### config.mk
export PLATFORM = sky130hd
export DESIGN_NAME = fifo_rd_drain
export DESIGN_NICKNAME = d
export VERILOG_FILES = /design/src/rtl/fifo_pkg.sv /design/src/rtl/fifo_rd_skid.sv /design/src/rtl/fifo_rd_drain.sv
export SDC_FILE = /design/constraint.sdc
export NUM_CORES = 1
export LEC_CHECK = 0
export CAP_MARGIN = 20
export CORE_MARGIN = 4
export CORE_UTILIZATION = 50
export CTS_BUF_LIST = sky130_fd_sc_hd__clkbuf_8
export DETAILED_ROUTE_END_ITERATION = 8
export PLACE_DENSITY = 0.87
export SETUP_SLACK_MARGIN = 0.5
export SKIP_CTS_REPAIR_TIMING = 1
export SLEW_MARGIN = 20
export SYNTH_ARGS = -nofsm -noshare
export SYNTH_HDL_FRONTEND = slang
export SYNTH_SLANG_ARGS = --single-unit
### constraint.sdc
create_clock -name rclk -period 2.14 [get_ports rclk]
set_input_delay 0.214 -clock rclk [delete_from_list [all_inputs] [get_ports rclk]]
set_output_delay 0.214 -clock rclk [all_outputs]
set_load 0.01 [all_outputs]
### src/rtl/fifo_pkg.sv
// fifo_pkg: shared constants, types and helpers for the FIFO read-side drain
package fifo_pkg;
    localparam int BUF_DEPTH = 2;
    typedef logic [1:0] buf_cnt_t;
    function automatic logic [31:0] sat_inc(input logic [31:0] v, input int w);
        logic [31:0] mx;
        mx = (w >= 32) ? '1 : ((32'd1 << w) - 32'd1);
        return (v == mx) ? v : v + 32'd1;
    endfunction
endpackage

### src/rtl/fifo_rd_skid.sv
// fifo_rd_skid: 2-entry in-order output buffer; e0 is always the head
module fifo_rd_skid
    import fifo_pkg::*;
#(
    parameter int DWIDTH = 8
) (
    input  logic              clk,
    input  logic              rst,
    input  logic              push,
    input  logic [DWIDTH-1:0] push_data,
    input  logic              pop,
    output logic [DWIDTH-1:0] head,
    output logic              valid,
    output buf_cnt_t          count
);
    logic [DWIDTH-1:0] e0, e1;
    // shift on pop; a push lands in the first free slot after any pop
    always_ff @(posedge clk) begin
        if (rst) begin
            e0    <= '0;
            e1    <= '0;
            count <= '0;
        end else begin
            count <= count + buf_cnt_t'(push) - buf_cnt_t'(pop);
            if (pop) e0 <= (push && count == 2'd1) ? push_data : e1;
            else if (push && count == 2'd0) e0 <= push_data;
            if (push && (pop ? count == 2'd2 : count == 2'd1)) e1 <= push_data;
        end
    end
    // credit logic upstream must never push into a full buffer without a pop
    always_ff @(posedge clk) begin
        if (!rst) assert (!(push && !pop && count == 2'd2));
    end
    assign head  = e0;
    assign valid = count != 2'd0;
endmodule

### src/rtl/fifo_rd_drain.sv
// fifo_rd_drain: pops the async FIFO read side into a valid/ready stream at full rate
// Optional statistics counters are enabled with FIFO_RD_STATS_EN.
module fifo_rd_drain
    import fifo_pkg::*;
#(
    parameter int DWIDTH = 8
`ifdef FIFO_RD_STATS_EN
    ,
    parameter int CNT_W  = 16
`endif
) (
    input  logic              rclk,
    input  logic              rrst,
    input  logic              empty,
    input  logic [DWIDTH-1:0] rdata,
    output logic              renable,
    output logic              m_valid,
    output logic [DWIDTH-1:0] m_data,
    input  logic              m_ready
`ifdef FIFO_RD_STATS_EN
    ,
    output logic [CNT_W-1:0]  pop_count,
    output logic [CNT_W-1:0]  starve_count
`endif
);
    logic     inflight, pop;
    buf_cnt_t buf_cnt;
    logic [2:0] credit;
    // pop only while occupancy after this cycle leaves room for the returning word
    always_comb begin
        pop     = m_valid && m_ready;
        credit  = 3'(buf_cnt) + 3'(inflight) - 3'(pop);
        renable = !rrst && !empty && credit < 3'(BUF_DEPTH);
    end
    // one-cycle FIFO read latency: the word requested now arrives next cycle
    always_ff @(posedge rclk) begin
        inflight <= rrst ? 1'b0 : renable;
    end
    fifo_rd_skid #(.DWIDTH(DWIDTH)) u_skid (
        .clk       (rclk),
        .rst       (rrst),
        .push      (inflight),
        .push_data (rdata),
        .pop       (pop),
        .head      (m_data),
        .valid     (m_valid),
        .count     (buf_cnt)
    );
`ifdef FIFO_RD_STATS_EN
    // saturating pop and starvation counters
    always_ff @(posedge rclk) begin
        if (rrst) begin
            pop_count    <= '0;
            starve_count <= '0;
        end else begin
            if (renable) pop_count <= CNT_W'(sat_inc(32'(pop_count), CNT_W));
            if (m_ready && !m_valid) starve_count <= CNT_W'(sat_inc(32'(starve_count), CNT_W));
        end
    end
`endif
endmodule

==> summary.md <==
| Metric | Value |
|---|---|
| Worst r2r src | u_skid.count[1]$_SDFF_PP0_ |
| Die H | 50.9 µm |
| Gate power share | between 50 and 60% |
| Status | finished with violations |
| Post-Route WL | between 2 and 2.5 mm |
| Avg WL per Cell | about 14 µm |
| Synth Instances | 87 |
| CTS tree | built |
| Crit path launch type | register |
| CTS buffer count | 3 |
| Finished Layout Cells | around 140 |
| Top post-synthesis cells by count | 19 x dfxtp_1, 18 x nor2_1, 15 x mux2i_1 |
| Clock Pin Slew Worst Setup and Hold Paths | 0.07 ns |
| Post-synth ARST share | 0% |
| Flop pwr share | 30.5% |
| Maxcap violations | 0 |
| Final WS setup | -0.184 ns |
| I/O pins | 22 |
| Pleak | 0.596 nW |
| Top FF cell, synth | dfxtp_1 |
| Post-synthesis sequential area ratio | 41.4% |
| Placer Congestion | 0.737 |
| Pin count of the biggest net entering global routing | 20 |
| Number of enable flip-flop cells after synthesis | 0 |
| Crit end category | output port |
| Initial antenna violation count | 0 |
| H-tree levels | 1 |
| WHS Endpoint | u_skid.head[7]$_SDFFE_PP0P_ |
| Unrepaired setup endpoints after global routing | yes |
| Area contributors post-synth | dfxtp_1 41%, mux2i_1 16%, a211oi_2 9.5%, nor2_1 7.4%, o21ai_4 3.5% |
| P per Cell Area | 1220 nW/µm² |
| Slew @ Worst Pin | 0.401 ns |
| Cell area after synthesis | just over 900 µm² |
| Worst R2R Setup Slack | 0.15 ns |
| Synthesized area per cell | around 11 µm² |
| P_int | 1.01 mW |
| Crit share post-route | 109% |
| GRT Total Usage | 16.3% |
| Final Slew Violations | 0 |
| Switching Share | about 36% |
| Clock share of power | 15.5% |
| First-pass GRT wire length | 3.19 mm |
| Dpl hpwl | 1.41 mm |
| Synth Warn # | 0 |
| Type of the worst setup path | reg -> out |
| Worst Hold Depth | 3 |
| Worst-Skew Late Latency | 0.25 ns |
| DR vias | 728 |
| FP Rows | 15 |
| Library cells used by synthesis | 21 |
| Full die area | 2590 µm² |
| Top-area cell type share of the netlist area | 41.4% |
| Reg-to-reg endpoint | u_skid.count[1]$_SDFF_PP0_ |
| Peak supply drop | ~0.00078 V |
| Dpl cells | 136 |
| DRT iter0 DRCs | 2 |
| Psw | 578 µW |
| Via density | 5.13 |
| DIE WIDTH | 50.9 µm |
| Root buffer selected by CTS | clkbuf_8 |
| Share of layout cells above drive strength 1 | between 20% and 30% |
| #FFs+latches synth | 19 |
| Starting Density | 53.2% |
| DRC violations left | 0 |
| Bufs on Longest Clock Path | 2 |
| Min Tclk post-route | 2.32 ns |
| DRT Pass-1 Iters | 4 |
| Reg2Reg Depth | 8 |
| Worst-case headroom to the max-slew limit | approximately 73% |
| Hold Path Class | in -> reg |
| Port Buffers | 21 |
| GRT overflow | 0 |
| Synthesized netlist net count | 102 |
| ANT nets after route | 0 |
| Yosys top cell by area | dfxtp_1 |
| Failing checks | setup timing |
| Final setup skew | 0.00125 ns |
| Hold Path Origin | m_ready |
| Maximum clock rate | 430 MHz |
| Core ar. | 1730 µm² |
| Number of global-route vias before repair | 712 |
| Hold WS | 0.344 ns |
| Hold Fails Final Rpt | 0 |
| Worst Path Required | 1.93 ns |
| CP Max Fanout | 2 |
| Most frequent cell after synthesis | dfxtp_1 |
| Final setup viols | 1 |
| Arrival time worst endpoint | 2.11 ns |
| Nets | around 130 |
| ANT cells | 0 |
| Layout Area Growth over Synthesis | 42.1% |
| Critical path origin | u_skid.count[1]$_SDFF_PP0_ |
| CTS sink count | 19 |
[power by group through the flow]
stage | sequential (mW) | clock, mW | combinational, mW
floorplan | 0.522 | 0 | 0.466
global placement | 0.488 | 0 | 0.737
detailed placement | 0.492 | 0 | 0.762
CTS | 0.484 | 0.255 | 0.771
global route | 0.498 | 0.271 | 0.923
finish | 0.486 | 0.247 | 0.859
[kinds of logic (layout without fill, tap and decap cells)]
| family | count (synthesis) | in the layout | share of synthesized area, % |
|---|---|---|---|
| AND/OR/NAND/NOR | 26 | 26 | 13.6 |
| flip-flops | 19 | 19 | 41.4 |
| multiplexers | 15 | 15 | 16.3 |
| AO/OA/AOI/OAI | 13 | 13 | 17.4 |
| buffers and inverters | 10 | 40 | 5.31 |
| adder cells (fa/ha/maj) | 3 | 3 | 4.90 |
| XOR/XNOR | 1 | 1 | 0.954 |
[placed cells by master, fill, tap and decap left out, types with 2 or more instances in the layout]
cell type	Yosys	layout
inv_1	6	6
a211oi_2	7	7
dfxtp_2	0	2
nor4_4	0	2
clkdlybuf4s50_1	0	19
mux2i_1	15	15
clkbuf_8	0	3
nor2_1	18	18
nor2b_1	3	3
buf_4	1	8
o21ai_4	2	2
dfxtp_1	19	17
[sequential cells by signal (all words and copies together) (netlist names)]
name and flops:
inflight 1, u_skid.count 2, u_skid.e1 8, u_skid.head 8
[critical path, stage by stage (launching register included)]
cell and delay [ns]:
dfxtp_2 0.32, o21a_1 0.20, ha_1 0.27, inv_1 0.06, ha_2 0.17, fa_2 0.47, nor4_4 0.20, buf_2 0.16
[stage by stage]
stage,setup TNS (ns),cell area (µm²),setup slack [ns],utilization [%],power (mW)
finish,-0.184,1310,-0.184,75.6,1.59
global route,-0.280,1310,-0.280,75.6,1.69
CTS,-0.602,1260,-0.602,72.8,1.51
detailed placement,-0.737,1210,-0.601,70.1,1.25
global placement,-0.655,1210,-0.550,70.1,1.23
floorplan,0,947,0.131,-,0.988
[area by class of cell]
cell class | count | area, µm²
Clock buffer | 3 | 41.3
Clock inverter | 1 | 5.00
Fill cell | 132 | 422
Inverter | 6 | 22.5
Multi-Input combinational cell | 58 | 543
Sequential cell | 19 | 383
Tap cell | 25 | 31.3
Timing Repair Buffer | 30 | 279
[worst max-delay path by stage]
stage	endpoint	slack (ns)	depth (start not counted)
floorplan	renable	0.13	7
global placement	renable	-0.55	8
detailed placement	renable	-0.60	8
CTS	renable	-0.60	8
global route	renable	-0.28	8
finish	renable	-0.18	7
[routing by layer]
metal	GRT usage, %	routed length (µm)	up-vias
li1	-	-	361
met1	20.3	901	349
met2	26.7	1060	16
met3	3.50	67	2
met4	7.62	11	0
met5	0	0	-
Note: power is estimated with default switching activity, not from simulation.
